===== src/rtl/seg7_pkg.sv =====
//------------------------------------------------------------------------------
// Module  : seg7_pkg
// Brief   : Segment encodings and nibble-to-segment lookup for seg7_scan_driver.
// Revision: 1.0  initial release
//------------------------------------------------------------------------------
`default_nettype none

package seg7_pkg;

  // Segment order is a..g, with a in the leftmost bit position.
  localparam logic [0:6] SEG_BLANK = 7'b0000000;

  localparam logic [0:6] SEG_TABLE [16] = '{
    7'b1111110, 7'b0110000, 7'b1101101, 7'b1111001,
    7'b0110011, 7'b1011011, 7'b1011111, 7'b1110000,
    7'b1111111, 7'b1111011, 7'b1110111, 7'b0011111,
    7'b1001110, 7'b0111101, 7'b1001111, 7'b1000111
  };

  function automatic logic [0:6] seg_code(input logic [3:0] nibble, input logic hex_mode);
    logic [0:6] code;
    code = SEG_TABLE[nibble];
    if (nibble > 4'd9 && !hex_mode) begin
      code = SEG_BLANK;
    end
    return code;
  endfunction

endpackage

`default_nettype wire


===== src/rtl/seg7_decode.sv =====
//------------------------------------------------------------------------------
// Module  : seg7_decode
// Brief   : Combinational nibble to 7-segment decoder (BCD or hex).
// Revision: 1.0  initial release
//------------------------------------------------------------------------------
`default_nettype none

module seg7_decode
  import seg7_pkg::*;
#(
  parameter int HEX = 1
) (
  input  logic [3:0] nibble,
  output logic [0:6] seg
);

  assign seg = seg_code(nibble, HEX != 0);

endmodule

`default_nettype wire


===== src/rtl/seg7_scan_driver.sv =====
//------------------------------------------------------------------------------
// Module  : seg7_scan_driver
// Brief   : Time-multiplexed common-anode 7-segment driver with double-buffered
//           value, blanking and leading-zero suppression.
// Revision: 1.0  initial release
//------------------------------------------------------------------------------
`default_nettype none

module seg7_scan_driver
  import seg7_pkg::*;
#(
  parameter int DIGITS = 4,
  parameter int DIV    = 1000,
  parameter int HEX    = 1
) (
  input  logic                  clk,
  input  logic                  rst,
  input  logic                  load,
  input  logic [4*DIGITS-1:0]   value,
  input  logic                  blank_l,
  input  logic                  lz_en,
  output logic [0:6]            seg,
  output logic [DIGITS-1:0]     dig_l,
  output logic                  frame
);

  localparam int PC_W  = $clog2(DIV);
  localparam int IDX_W = (DIGITS > 1) ? $clog2(DIGITS) : 1;
  localparam logic [PC_W-1:0]  PC_MAX  = PC_W'(DIV - 1);
  localparam logic [IDX_W-1:0] IDX_MAX = IDX_W'(DIGITS - 1);

  logic [PC_W-1:0]       pc_q, pc_d;
  logic [IDX_W-1:0]      idx_q, idx_d;
  logic [4*DIGITS-1:0]   pend_q, pend_d;
  logic [4*DIGITS-1:0]   act_q, act_d;
  logic                  pend_v_q, pend_v_d;
  logic [0:6]            seg_q, seg_d;
  logic [DIGITS-1:0]     dig_l_q, dig_l_d;
  logic                  frame_q, frame_d;

  logic                  tick;
  logic                  boundary;
  logic [DIGITS-1:0]     hi_zero;
  logic                  zero_run;
  logic [3:0]            nib_sel;
  logic                  suppress;
  logic [DIGITS-1:0]     dig_sel_l;
  logic [0:6]            dec_seg;

  always_comb begin
    tick     = (pc_q == PC_MAX);
    boundary = tick && (idx_q == IDX_MAX);
    pc_d     = tick ? '0 : pc_q + 1'b1;
    idx_d    = idx_q;
    if (tick) begin
      idx_d = (idx_q == IDX_MAX) ? '0 : idx_q + 1'b1;
    end
  end

  // A load coinciding with a boundary bypasses pend and lands in act directly.
  always_comb begin
    pend_d   = pend_q;
    pend_v_d = pend_v_q;
    act_d    = act_q;
    if (load) begin
      pend_d   = value;
      pend_v_d = 1'b1;
    end
    if (boundary) begin
      if (load) begin
        act_d    = value;
        pend_v_d = 1'b0;
      end else if (pend_v_q) begin
        act_d    = pend_q;
        pend_v_d = 1'b0;
      end
    end
  end

  // Outputs are built from next-state idx/act so the pins line up with the
  // frame pulse: the frame cycle already shows digit 0 of the new value.
  always_comb begin
    zero_run  = 1'b1;
    hi_zero   = '0;
    nib_sel   = 4'h0;
    suppress  = 1'b0;
    dig_sel_l = '1;
    for (int i = DIGITS - 1; i >= 0; i--) begin
      zero_run   = zero_run & (act_d[4*i +: 4] == 4'h0);
      hi_zero[i] = zero_run;
    end
    for (int i = 0; i < DIGITS; i++) begin
      if (idx_d == IDX_W'(i)) begin
        nib_sel      = act_d[4*i +: 4];
        suppress     = lz_en && (i != 0) && hi_zero[i];
        dig_sel_l[i] = 1'b0;
      end
    end
  end

  seg7_decode #(
    .HEX (HEX)
  ) u_decode (
    .nibble (nib_sel),
    .seg    (dec_seg)
  );

  always_comb begin
    seg_d   = (!blank_l || suppress) ? SEG_BLANK : dec_seg;
    dig_l_d = blank_l ? dig_sel_l : '1;
    frame_d = boundary;
  end

  always_ff @(posedge clk) begin
    if (rst) begin
      pc_q     <= '0;
      idx_q    <= '0;
      pend_q   <= '0;
      act_q    <= '0;
      pend_v_q <= 1'b0;
      seg_q    <= SEG_BLANK;
      dig_l_q  <= '1;
      frame_q  <= 1'b0;
    end else begin
      pc_q     <= pc_d;
      idx_q    <= idx_d;
      pend_q   <= pend_d;
      act_q    <= act_d;
      pend_v_q <= pend_v_d;
      seg_q    <= seg_d;
      dig_l_q  <= dig_l_d;
      frame_q  <= frame_d;
    end
  end

  assign seg   = seg_q;
  assign dig_l = dig_l_q;
  assign frame = frame_q;

endmodule

`default_nettype wire


===== config.mk =====
export PLATFORM = sky130hd
export DESIGN_NAME = seg7_scan_driver
export DESIGN_NICKNAME = d
export VERILOG_FILES = /design/src/rtl/seg7_pkg.sv /design/src/rtl/seg7_decode.sv /design/src/rtl/seg7_scan_driver.sv
export SDC_FILE = /design/constraint.sdc
export NUM_CORES = 1
export LEC_CHECK = 0
export ABC_CLOCK_PERIOD_IN_PS = 10100
export CAP_MARGIN = 15
export CORE_MARGIN = 2
export CORE_UTILIZATION = 54
export CTS_BUF_LIST = sky130_fd_sc_hd__clkbuf_4
export DETAILED_ROUTE_END_ITERATION = 16
export PLACE_DENSITY = 0.81
export RECOVER_POWER = 50
export SLEW_MARGIN = 20
export SYNTH_ARGS = -nofsm -noshare
export SYNTH_HDL_FRONTEND = slang
export SYNTH_SLANG_ARGS = --single-unit
export TNS_END_PERCENT = 1

===== constraint.sdc =====
create_clock -name clk -period 10.1 [get_ports clk]
set_input_delay 1.515 -clock clk [delete_from_list [all_inputs] [get_ports clk]]
set_output_delay 1.515 -clock clk [all_outputs]
set_load 0.05 [all_outputs]

==> results of run 1 <==
## worst min path at each step
stage                          to
after global placement    pc_q[0]
after floorplan           pc_q[0]
after global routing      pc_q[0]
final                     pc_q[0]
after detailed placement  pc_q[0]
after CTS                 pc_q[0]
## cell usage in the layout, fill, tap and decap left out, drive strengths merged, types with 4 or more instances in the layout
cell type      netlist  layout
nor3                 4       4
nor2                59      59
a31oi                5       5
clkbuf              11      11
a21oi                8       8
xor2                 5       5
o221ai              15      15
nand2                4       4
clkinv               0       4
clkdlybuf4s50        0      31
ha                   9       9
nand3                7       7
inv                  5       5
o32a                 8       8
mux2i               30      30
dfxtp               57      57
## metrics by stage
stage,worst slack (ns),hold slack [ns],util
after global placement,5.33,0.448,0.632
after floorplan,5.85,0.430,-
after CTS,5.63,0.493,0.655
after global routing,5.39,0.535,0.655
after detailed placement,5.22,0.466,0.632
final,5.61,0.482,0.655
## cell usage after synthesis (2+ instances only)
cell and n:
sky130_fd_sc_hd__nor2_1 59, sky130_fd_sc_hd__dfxtp_1 57, sky130_fd_sc_hd__mux2i_1 30, sky130_fd_sc_hd__o221ai_1 15, sky130_fd_sc_hd__clkbuf_1 11, sky130_fd_sc_hd__ha_1 9, sky130_fd_sc_hd__o32a_1 8, sky130_fd_sc_hd__a21oi_1 7
sky130_fd_sc_hd__nand3_1 7, sky130_fd_sc_hd__a31oi_1 5, sky130_fd_sc_hd__inv_1 5, sky130_fd_sc_hd__xor2_1 5, sky130_fd_sc_hd__nand2_1 4, sky130_fd_sc_hd__nor3_1 4, sky130_fd_sc_hd__and3_1 3, sky130_fd_sc_hd__buf_1 3
sky130_fd_sc_hd__buf_2 3, sky130_fd_sc_hd__nand3b_1 3, sky130_fd_sc_hd__or3_1 3, sky130_fd_sc_hd__a221oi_1 2, sky130_fd_sc_hd__nand4_1 2, sky130_fd_sc_hd__nor2b_1 2, sky130_fd_sc_hd__o21ai_0 2, sky130_fd_sc_hd__o22ai_1 2
sky130_fd_sc_hd__or2_2 2, sky130_fd_sc_hd__or2b_1 2
## report_power, final
group          leakage (nW)  switching, mW  total [mW]  internal, mW
registers             0.465        0.00443       0.236         0.231
clock network        0.0619         0.0867       0.138        0.0514
logic                 0.790         0.0206      0.0395        0.0189
## worst max-delay path, stage by stage
cell	delay [ns]
sky130_fd_sc_hd__clkdlybuf4s50_1	0.46
sky130_fd_sc_hd__buf_4	0.40
sky130_fd_sc_hd__nand2_1	0.45
sky130_fd_sc_hd__o221ai_1	0.50
sky130_fd_sc_hd__mux2i_1	0.13
sky130_fd_sc_hd__mux2i_1	0.70
sky130_fd_sc_hd__nor2b_2	0.11
sky130_fd_sc_hd__or3b_1	0.41
sky130_fd_sc_hd__a21oi_2	0.13
## cells by family after synthesis
logic type | after synthesis | synth area share
AO/OA/AOI/OAI | 48 | 0.141
XOR/XNOR | 6 | 0.0199
adder cells (fa/ha/maj) | 9 | 0.0427
buffers and inverters | 24 | 0.0398
flip-flops | 57 | 0.433
multiplexers | 32 | 0.127
AND/OR/NAND/NOR | 101 | 0.197
## metal layers
metal / part of all wire / GRT usage / wire length [um]
met1: 0.46 / 0.284 / 2410
met2: 0.47 / 0.330 / 2480
met3: 0.051 / 0.0590 / 270
met4: 0.018 / 0.105 / 95
met5: 0 / 0 / 0
## state kept, by name (all words and copies together) (netlist names)
signal    count
act_q        16
dig_l         4
frame         1
idx_q         2
pc_q         10
pend_q       16
pend_v_q      1
seg           7
## layout make-up
type | instances | area [um^2]
fillers | 430 | 1630
multi-input cells | 196 | 1390
flip-flops and latches | 57 | 1140
repair buffers | 36 | 347
well taps | 67 | 83.8
clock buffers | 10 | 75.1
clock inverters | 6 | 35.0
inverters | 5 | 18.8
==> metrics.txt, run 1 <==
# TYPE chip_impl_metric gauge
chip_impl_info{name="outcome",value="finished, violations left"} 1
chip_impl_info{name="failed_checks",value="capacitance limit, slew limit"} 1
chip_impl_metric{name="place_area",unit="um^2"} 2990
chip_impl_info{name="rsz0062_at_grt",value="false"} 1
chip_impl_metric{name="routed_wirelength",unit="um"} 5250
chip_impl_metric{name="ff2ff_setup_slack",unit="ns"} 6.25
chip_impl_metric{name="timing.clock.skew",unit="ns"} 0.0191
chip_impl_metric{name="die-height",unit="um"} 73.9
chip_impl_metric{name="clock_sinks",unit=""} 57
chip_impl_metric{name="syn-cell-area",unit="um^2"} 2640
chip_impl_info{name="r2r-end",value="seg[0]"} 1
chip_impl_metric{name="grt_start_max_net_pins",unit=""} 40
chip_impl_metric{name="synth.yosys.seq_area_share",unit=""} 0.433
chip_impl_metric{name="placement.io_buffers",unit=""} 32
chip_impl_metric{name="cts.clk_slew.worst_paths",unit="ns"} 0.11
chip_impl_metric{name="fmax",unit="MHz"} 223
chip_impl_metric{name="postCtsSetupRepairBufs",unit=""} 0
chip_impl_metric{name="cts_hold_repair.buffers",unit=""} 0
chip_impl_metric{name="async_flop_share",unit=""} 0
chip_impl_metric{name="worst-endpoint-arrival",unit="ns"} 4.83
chip_impl_metric{name="dieWidth",unit="um"} 73.9
chip_impl_metric{name="syn-instance-count",unit=""} 277
chip_impl_info{name="critPathKind",value="input port to flip-flop"} 1
chip_impl_metric{name="detailed_place_hpwl",unit="um"} 3570
chip_impl_metric{name="initialDrtViolationCount",unit=""} 180
chip_impl_metric{name="synth_edf_count",unit=""} 0
chip_impl_metric{name="setup-violations-final",unit=""} 0
chip_impl_info{name="synth_top_flop_cell",value="sky130_fd_sc_hd__dfxtp_1"} 1
chip_impl_metric{name="design_power_total",unit="mW"} 0.413
chip_impl_metric{name="period_needed",unit="ns"} 4.49
chip_impl_metric{name="antenna_found_initial",unit=""} 0
chip_impl_info{name="synthTopCellsByArea",value="sky130_fd_sc_hd__dfxtp_1, sky130_fd_sc_hd__mux2i_1, sky130_fd_sc_hd__nor2_1"} 1
chip_impl_metric{name="worst-slew-pin-transition",unit="ns"} 1.66
chip_impl_metric{name="yosysWarningCount",unit=""} 0
chip_impl_info{name="setup.worst_path.end_class",value="flip-flop"} 1
chip_impl_metric{name="num_rows",unit=""} 25
chip_impl_metric{name="max_cap_viol_count",unit=""} 1
chip_impl_metric{name="hold_path_depth",unit=""} 1
chip_impl_metric{name="syn_to_final_growth",unit="%"} 17.2
chip_impl_metric{name="routed_wire_length_per_instance",unit="um"} 13.9
chip_impl_metric{name="final_max_slew_viol_count",unit=""} 40
chip_impl_metric{name="postSynthAreaPerCell",unit="um^2"} 9.52
chip_impl_metric{name="gr-total-overflow",unit=""} 0
chip_impl_metric{name="clock_insertion_delay_worst_skew",unit="ns"} 0.42
chip_impl_metric{name="antenna-diode-count",unit=""} 0
chip_impl_metric{name="nets_final",unit=""} 335
chip_impl_info{name="timing.hold.worst.class",value="flip-flop to flip-flop"} 1
chip_impl_info{name="timing.rr.start",value="pc_q[0]"} 1
chip_impl_metric{name="numCtsBuffers",unit=""} 9
chip_impl_metric{name="area_share_of_the_largest_cell_type_after_synthesis",unit=""} 0.433
chip_impl_metric{name="yosys.cell_types.count",unit=""} 48
chip_impl_metric{name="global_route_wire_length_before_repair",unit="um"} 9100
chip_impl_metric{name="p_per_area",unit="nW/um^2"} 134
chip_impl_info{name="worst_setup_path_start_kind",value="input port"} 1
chip_impl_info{name="synth.largest_area_cell",value="sky130_fd_sc_hd__dfxtp_1"} 1
chip_impl_metric{name="htree_levels",unit=""} 3
chip_impl_metric{name="drive_gt1_frac",unit=""} 0.0935
chip_impl_metric{name="setup-tns-final",unit="ns"} 0
chip_impl_metric{name="initial_utilization",unit=""} 0.558
chip_impl_metric{name="rr_worst_depth",unit=""} 11
chip_impl_metric{name="die_area",unit="um^2"} 5460
chip_impl_metric{name="grtUsageTotal",unit=""} 0.217
chip_impl_info{name="worstSetupEndpoint",value="seg[0]"} 1
chip_impl_metric{name="power.leakage",unit="nW"} 1.32
chip_impl_metric{name="ys_ff_latch",unit=""} 57
chip_impl_info{name="startpoint",value="load"} 1
chip_impl_info{name="clk_root_buffer_cell",value="sky130_fd_sc_hd__clkbuf_4"} 1
chip_impl_metric{name="clk_path_buf_depth",unit=""} 2
chip_impl_metric{name="final_cells",unit=""} 377
chip_impl_metric{name="placeableCoreArea",unit="um^2"} 4720
chip_impl_metric{name="worstPathMaxFanout",unit=""} 37
chip_impl_metric{name="vias_per_cell",unit=""} 5.64
chip_impl_info{name="cts_tree",value="built"} 1
chip_impl_metric{name="postRouteAntennaNets",unit=""} 0
chip_impl_metric{name="vias",unit=""} 2128
chip_impl_metric{name="first_pass_iters",unit=""} 4
chip_impl_metric{name="ctsResizeCount",unit=""} 0
chip_impl_metric{name="postSynthNetCount",unit=""} 307
chip_impl_metric{name="final_design_area_no_fill",unit="um^2"} 3090
chip_impl_metric{name="timing.final.crit_share",unit=""} 0.445
chip_impl_metric{name="detail_route.drc_violations",unit=""} 0
chip_impl_metric{name="boundaryPins",unit=""} 33
chip_impl_metric{name="slew-limit-headroom",unit=""} -0.108
chip_impl_metric{name="gp_congestion",unit=""} 0.799
chip_impl_metric{name="vdd_drop_max",unit="mV"} 0.0942
chip_impl_metric{name="critPathRequiredTime",unit="ns"} 10.44
chip_impl_metric{name="timing_hold_violations_final",unit=""} 0
chip_impl_info{name="hp-start",value="pc_q[0]"} 1
chip_impl_metric{name="vias_in_the_first_global_route",unit=""} 2008
chip_impl_metric{name="post_place_cells",unit=""} 361
(Power assumes the default switching activity.)
==> run 2: changes to the inputs <==
--- a/config.mk
+++ b/config.mk
@@ -5,10 +5,10 @@
 export SDC_FILE = /design/constraint.sdc
 export NUM_CORES = 1
 export LEC_CHECK = 0
-export ABC_CLOCK_PERIOD_IN_PS = 10100
+export ABC_CLOCK_PERIOD_IN_PS = 3800
 export CAP_MARGIN = 15
 export CORE_MARGIN = 2
-export CORE_UTILIZATION = 54
+export CORE_UTILIZATION = 52
 export CTS_BUF_LIST = sky130_fd_sc_hd__clkbuf_4
 export DETAILED_ROUTE_END_ITERATION = 16
 export PLACE_DENSITY = 0.81
==> constraint.sdc (replaced) <==
create_clock -name clk -period 3.8 [get_ports clk]
set_input_delay 0.57 -clock clk [delete_from_list [all_inputs] [get_ports clk]]
set_output_delay 0.57 -clock clk [all_outputs]
set_load 0.05 [all_outputs]
==> metrics.txt, run 2 (synthesis gave the netlist of run 1 again) <==
# TYPE chip_impl_metric gauge
chip_impl_metric{name="syn_to_final_growth",unit="%"} 18.5
chip_impl_info{name="cts_tree",value="built"} 1
chip_impl_info{name="outcome",value="finished, violations left"} 1
chip_impl_metric{name="final_core_util",unit=""} 0.649
chip_impl_metric{name="num_rows",unit=""} 25
chip_impl_metric{name="numCtsBuffers",unit=""} 9
chip_impl_metric{name="antenna-diode-count",unit=""} 0
chip_impl_info{name="final_cell_mix",value="sky130_fd_sc_hd__nor2_1, sky130_fd_sc_hd__dfxtp_1, sky130_fd_sc_hd__mux2i_1, sky130_fd_sc_hd__clkdlybuf4s50_1, sky130_fd_sc_hd__o221ai_1"} 1
chip_impl_info{name="worstSetupEndpoint",value="seg[6]"} 1
chip_impl_metric{name="drive_gt1_frac",unit=""} 0.0955
chip_impl_metric{name="boundaryPins",unit=""} 33
chip_impl_info{name="path_delay_family",value="multiplexers"} 1
chip_impl_metric{name="timing.final.crit_share",unit=""} 0.902
chip_impl_metric{name="critPathRequiredTime",unit="ns"} 4.11
chip_impl_metric{name="timing.clock.skew",unit="ns"} 0.0106
chip_impl_metric{name="vias_per_cell",unit=""} 5.61
chip_impl_info{name="cp_most_frequent_cell",value="sky130_fd_sc_hd__mux2i_1"} 1
chip_impl_info{name="rsz0062_at_grt",value="false"} 1
chip_impl_metric{name="critical_path_cell_count",unit=""} 12
chip_impl_metric{name="vias_in_the_first_global_route",unit=""} 1942
chip_impl_metric{name="period_needed",unit="ns"} 3.43
chip_impl_metric{name="grt_start_max_net_pins",unit=""} 40
chip_impl_metric{name="postRouteAntennaNets",unit=""} 0
chip_impl_metric{name="cts_hold_repair.buffers",unit=""} 0
chip_impl_metric{name="max_stage_delay",unit="ns"} 0.41
chip_impl_info{name="clk_root_buffer_cell",value="sky130_fd_sc_hd__clkbuf_4"} 1
chip_impl_metric{name="first_pass_iters",unit=""} 5
chip_impl_info{name="startpoint",value="pc_q[0]"} 1
chip_impl_metric{name="cts.clk_slew.worst_paths",unit="ns"} 0.09
chip_impl_info{name="critPathKind",value="flip-flop to flip-flop"} 1
chip_impl_info{name="crit_path_top_delay_cell",value="sky130_fd_sc_hd__nor3_1"} 1
chip_impl_metric{name="power.leakage",unit="nW"} 1.34
chip_impl_metric{name="finalHoldWorstSlack",unit="ns"} 0.472
chip_impl_metric{name="timing_hold_violations_final",unit=""} 0
chip_impl_info{name="r2r-end",value="seg[6]"} 1
chip_impl_metric{name="worst-slew-pin-transition",unit="ns"} 1.72
chip_impl_metric{name="rr_worst_depth",unit=""} 12
chip_impl_info{name="hp-start",value="pc_q[0]"} 1
chip_impl_metric{name="gr-total-overflow",unit=""} 0
chip_impl_metric{name="setup-violations-final",unit=""} 0
chip_impl_info{name="setup.worst_path.end_class",value="flip-flop"} 1
chip_impl_metric{name="ff2ff_setup_slack",unit="ns"} 0.37
chip_impl_metric{name="clock_insertion_delay_worst_skew",unit="ns"} 0.41
chip_impl_metric{name="final_max_slew_viol_count",unit=""} 40
chip_impl_metric{name="vdd_drop_max",unit="mV"} 0.222
chip_impl_metric{name="postCtsSetupRepairBufs",unit=""} 0
chip_impl_metric{name="ctsResizeCount",unit=""} 0
chip_impl_metric{name="detail_route.drc_violations",unit=""} 0
chip_impl_metric{name="worst-endpoint-arrival",unit="ns"} 3.74
chip_impl_info{name="worst_setup_path_start_kind",value="flip-flop"} 1
chip_impl_metric{name="timing.critical_path.buf_inv",unit=""} 2
chip_impl_metric{name="placeableCoreArea",unit="um^2"} 4820
chip_impl_metric{name="detailed_place_hpwl",unit="um"} 3760
chip_impl_metric{name="max_cap_viol_count",unit=""} 1
chip_impl_info{name="timing.hold.worst.class",value="flip-flop to flip-flop"} 1
chip_impl_metric{name="slew-limit-headroom",unit=""} -0.147
chip_impl_info{name="biggestRegsByFlops",value="act_q: 16 flops, pend_q: 16 flops, pc_q: 10 flops"} 1
chip_impl_metric{name="placement.io_buffers",unit=""} 32
chip_impl_metric{name="p_per_area",unit="nW/um^2"} 341
chip_impl_metric{name="routed_wirelength",unit="um"} 5340
chip_impl_metric{name="initial_utilization",unit=""} 0.548
chip_impl_info{name="timing.rr.start",value="pc_q[0]"} 1
chip_impl_metric{name="clk_path_buf_depth",unit=""} 2
chip_impl_metric{name="worstPathMaxFanout",unit=""} 10
chip_impl_metric{name="initialDrtViolationCount",unit=""} 113
chip_impl_metric{name="die_area",unit="um^2"} 5660
chip_impl_metric{name="clock_sinks",unit=""} 57
chip_impl_metric{name="gp_congestion",unit=""} 0.834
chip_impl_info{name="failed_checks",value="capacitance limit, slew limit"} 1
chip_impl_metric{name="nets_final",unit=""} 340
chip_impl_metric{name="die-height",unit="um"} 75.2
chip_impl_metric{name="fmax",unit="MHz"} 292
chip_impl_metric{name="routed_wire_length_per_instance",unit="um"} 14.0
chip_impl_info{name="final_common_cell",value="sky130_fd_sc_hd__nor2_1"} 1
chip_impl_info{name="crit_chain",value="ha_1, nand4b_2, nor3_1, mux2i_1, buf_4, mux2i_1, mux2i_1, inv_1, ha_1, nor2_1, a21oi_1, a221oi_1"} 1
chip_impl_metric{name="setup-tns-final",unit="ns"} 0
chip_impl_metric{name="dieWidth",unit="um"} 75.2
chip_impl_metric{name="grtUsageTotal",unit=""} 0.207
chip_impl_metric{name="vias",unit=""} 2139
chip_impl_metric{name="htree_levels",unit=""} 3
chip_impl_metric{name="global_route_wire_length_before_repair",unit="um"} 8780
chip_impl_metric{name="antenna_found_initial",unit=""} 0
run 2: cell count changes in the layout (fill, tap and decap cells not counted):
cell / before / now
sky130_fd_sc_hd__clkbuf_4: 10 / 9
sky130_fd_sc_hd__clkdlybuf4s50_1: 31 / 29
sky130_fd_sc_hd__clkinv_2: 4 / 3
sky130_fd_sc_hd__buf_12: 0 / 1
sky130_fd_sc_hd__dlygate4sd3_1: 1 / 3
sky130_fd_sc_hd__clkinvlp_4: 2 / 0
sky130_fd_sc_hd__buf_4: 3 / 7
sky130_fd_sc_hd__clkinv_1: 0 / 3
run 2: layout make-up:
class / count / area, um^2
Clock buffer: 9 / 67.6
Sequential cell: 57 / 1140
Fill cell: 434 / 1690
Multi-Input combinational cell: 196 / 1390
Clock inverter: 6 / 26.3
Tap cell: 67 / 83.8
Timing Repair Buffer: 41 / 397
Inverter: 5 / 18.8
run 2: worst min path at each step:
stage / to / slack (ns) / depth (start not counted)
2_1_floorplan: pc_q[0] / 0.43 / 1
3_3_place_gp: pc_q[0] / 0.44 / 1
3_5_place_dp: pc_q[0] / 0.45 / 1
4_1_cts: pc_q[0] / 0.47 / 1
5_1_grt: pc_q[0] / 0.48 / 1
6_report: pc_q[0] / 0.47 / 1
run 2: per-stage QoR:
step	setup WS, ns	area [um^2]	power [mW]	instances
after floorplan	0.490	2640	0.704	277
after CTS	0.378	3130	1.08	381
after global placement	0.441	3040	0.747	366
after detailed placement	0.326	3040	0.749	366
after global routing	0.0579	3130	1.11	381
final	0.371	3130	1.06	381
run 2: per-layer routing:
metal	GRT usage	part of all wire	up-vias
met2	0.309	0.46	58
li1	-	-	1079
met3	0.0576	0.050	13
met4	0.119	0.030	0
met5	0	0	-
met1	0.268	0.46	989
run 2: where the power goes:
part | internal, mW | switching (mW) | leakage (nW)
logic | 0.0523 | 0.0585 | 0.822
registers | 0.614 | 0.00934 | 0.465
clock network | 0.121 | 0.209 | 0.0578
total | 0.787 | 0.277 | 1.34
==> run 3: changes to the inputs <==
--- a/config.mk
+++ b/config.mk
@@ -11,6 +11,7 @@
 export CORE_UTILIZATION = 52
 export CTS_BUF_LIST = sky130_fd_sc_hd__clkbuf_4
 export DETAILED_ROUTE_END_ITERATION = 16
+export MAX_ROUTING_LAYER = met4
 export PLACE_DENSITY = 0.81
 export RECOVER_POWER = 50
 export SLEW_MARGIN = 20
==> metrics.txt, run 3 (synthesis gave the netlist of run 1 again) <==
# TYPE chip_impl_metric gauge
chip_impl_metric{name="timing.clock.skew",unit="ns"} 0.0119
chip_impl_metric{name="placeableCoreArea",unit="um^2"} 4820
chip_impl_info{name="final_cell_mix",value="sky130_fd_sc_hd__nor2_1, sky130_fd_sc_hd__dfxtp_1, sky130_fd_sc_hd__mux2i_1, sky130_fd_sc_hd__clkdlybuf4s50_1, sky130_fd_sc_hd__o221ai_1"} 1
chip_impl_metric{name="p_per_area",unit="nW/um^2"} 341
chip_impl_metric{name="final_max_slew_viol_count",unit=""} 40
chip_impl_metric{name="area.sequential",unit="um^2"} 1140
chip_impl_metric{name="vias_in_the_first_global_route",unit=""} 1945
chip_impl_metric{name="initialDrtViolationCount",unit=""} 101
chip_impl_metric{name="initial_utilization",unit=""} 0.548
chip_impl_info{name="outcome",value="finished, violations left"} 1
chip_impl_metric{name="clk_path_buf_depth",unit=""} 2
chip_impl_metric{name="cts.clk_slew.worst_paths",unit="ns"} 0.10
chip_impl_metric{name="multi_input_comb_area",unit="um^2"} 1390
chip_impl_info{name="cts_tree",value="built"} 1
chip_impl_info{name="biggestRegsByFlops",value="act_q: 16 flops, pend_q: 16 flops, pc_q: 10 flops"} 1
chip_impl_metric{name="antenna-diode-count",unit=""} 0
chip_impl_info{name="final_common_cell",value="sky130_fd_sc_hd__nor2_1"} 1
chip_impl_metric{name="worstPathMaxFanout",unit=""} 10
chip_impl_metric{name="ctsResizeCount",unit=""} 0
chip_impl_metric{name="postCtsSetupRepairBufs",unit=""} 0
chip_impl_metric{name="max_cap_viol_count",unit=""} 1
chip_impl_metric{name="boundaryPins",unit=""} 33
chip_impl_metric{name="vias_per_cell",unit=""} 5.62
chip_impl_info{name="rsz0062_at_grt",value="false"} 1
chip_impl_info{name="worst_setup_path_start_kind",value="flip-flop"} 1
chip_impl_info{name="clk_root_buffer_cell",value="sky130_fd_sc_hd__clkbuf_4"} 1
chip_impl_metric{name="numCtsBuffers",unit=""} 9
chip_impl_metric{name="syn_to_final_growth",unit="%"} 18.5
chip_impl_metric{name="slew-limit-headroom",unit=""} -0.157
chip_impl_metric{name="final_core_util",unit=""} 0.649
chip_impl_metric{name="routed_wirelength",unit="um"} 5350
chip_impl_metric{name="routed_wire_length_per_instance",unit="um"} 14.0
chip_impl_metric{name="first_pass_iters",unit=""} 4
chip_impl_metric{name="detailed_place_hpwl",unit="um"} 3760
chip_impl_metric{name="place_area",unit="um^2"} 3040
chip_impl_info{name="failed_checks",value="capacitance limit, slew limit"} 1
chip_impl_metric{name="die_area",unit="um^2"} 5660
chip_impl_metric{name="grt_start_max_net_pins",unit=""} 40
chip_impl_metric{name="num_rows",unit=""} 25
chip_impl_metric{name="critPathRequiredTime",unit="ns"} 4.11
chip_impl_metric{name="fmax",unit="MHz"} 291
chip_impl_metric{name="setup-violations-final",unit=""} 0
chip_impl_metric{name="vias",unit=""} 2141
chip_impl_metric{name="drive_gt1_frac",unit=""} 0.0955
chip_impl_metric{name="timing.final.crit_share",unit=""} 0.905
chip_impl_metric{name="detail_route.drc_violations",unit=""} 0
chip_impl_metric{name="fill_cells",unit=""} 434
chip_impl_metric{name="die-height",unit="um"} 75.2
chip_impl_metric{name="gp_congestion",unit=""} 0.846
chip_impl_metric{name="global_route_wire_length_before_repair",unit="um"} 8780
chip_impl_metric{name="clock_sinks",unit=""} 57
chip_impl_metric{name="clock_insertion_delay_worst_skew",unit="ns"} 0.41
chip_impl_metric{name="power.leakage",unit="nW"} 1.34
chip_impl_metric{name="dieWidth",unit="um"} 75.2
chip_impl_metric{name="antenna_found_initial",unit=""} 0
chip_impl_info{name="timing.hold.worst.class",value="flip-flop to flip-flop"} 1
chip_impl_metric{name="htree_levels",unit=""} 3
chip_impl_metric{name="grtUsageTotal",unit=""} 0.213
chip_impl_metric{name="placement.io_buffers",unit=""} 32
chip_impl_metric{name="ff2ff_setup_slack",unit="ns"} 0.36
chip_impl_metric{name="worst-endpoint-arrival",unit="ns"} 3.74
chip_impl_metric{name="nets_final",unit=""} 340
chip_impl_metric{name="vdd_drop_max",unit="mV"} 0.222
chip_impl_metric{name="worst-slew-pin-transition",unit="ns"} 1.73
chip_impl_metric{name="postRouteAntennaNets",unit=""} 0
chip_impl_metric{name="final_design_area_no_fill",unit="um^2"} 3130
chip_impl_metric{name="period_needed",unit="ns"} 3.44
chip_impl_metric{name="timing_hold_violations_final",unit=""} 0
chip_impl_info{name="critPathKind",value="flip-flop to flip-flop"} 1
chip_impl_metric{name="gr-total-overflow",unit=""} 0
chip_impl_metric{name="cts_hold_repair.buffers",unit=""} 0
chip_impl_info{name="setup.worst_path.end_class",value="flip-flop"} 1
chip_impl_metric{name="finalHoldWorstSlack",unit="ns"} 0.474
chip_impl_metric{name="setup-tns-final",unit="ns"} 0
==> run 3: final timing paths <==
path | from | endpoint | cells after the start
max | pc_q[0] | seg[6] | 12
max reg2reg | pc_q[0] | seg[6] | 12
min | pc_q[0] | pc_q[0] | 1
min reg2reg | pc_q[0] | pc_q[0] | 1
==> run 3: per-stage QoR <==
stage / worst slack [ns] / std cells / total power [mW]
floorplan: 0.490 / 277 / 0.704
global placement: 0.441 / 366 / 0.747
detailed placement: 0.326 / 366 / 0.749
CTS: 0.378 / 381 / 1.08
global route: 0.0579 / 381 / 1.11
finish: 0.361 / 381 / 1.06
==> run 3: critical path, stage by stage (launching register included) <==
cell and delay [ns]:
sky130_fd_sc_hd__dfxtp_1 0.39, sky130_fd_sc_hd__ha_1 0.29, sky130_fd_sc_hd__nand4b_2 0.21, sky130_fd_sc_hd__nor3_1 0.41, sky130_fd_sc_hd__mux2i_1 0.41, sky130_fd_sc_hd__buf_4 0.27
sky130_fd_sc_hd__mux2i_1 0.10, sky130_fd_sc_hd__mux2i_1 0.39, sky130_fd_sc_hd__inv_1 0.17, sky130_fd_sc_hd__ha_1 0.25, sky130_fd_sc_hd__nor2_1 0.15, sky130_fd_sc_hd__a21oi_1 0.06
sky130_fd_sc_hd__a221oi_1 0.23
==> run 3: cell type report <==
type                            count  area share
Inverter                            5     0.00600
Clock buffer                        9      0.0216
Timing Repair Buffer               41       0.127
Multi-Input combinational cell    196       0.445
Sequential cell                    57       0.365
Clock inverter                      6     0.00841
Tap cell                           67      0.0268
==> run 3: power breakdown <==
| group | switching (mW) | internal (mW) | leakage (nW) |
|---|---|---|---|
| sequential | 0.00939 | 0.614 | 0.465 |
| clock | 0.209 | 0.121 | 0.0578 |
| combinational | 0.0588 | 0.0523 | 0.822 |
| total | 0.277 | 0.787 | 1.34 |
==> run 3: layer usage <==
layer / global-route usage / part of all wire
met1: 0.268 / 0.47
met5: - / 0
met4: 0.119 / 0.024
met2: 0.309 / 0.45
met3: 0.0576 / 0.058
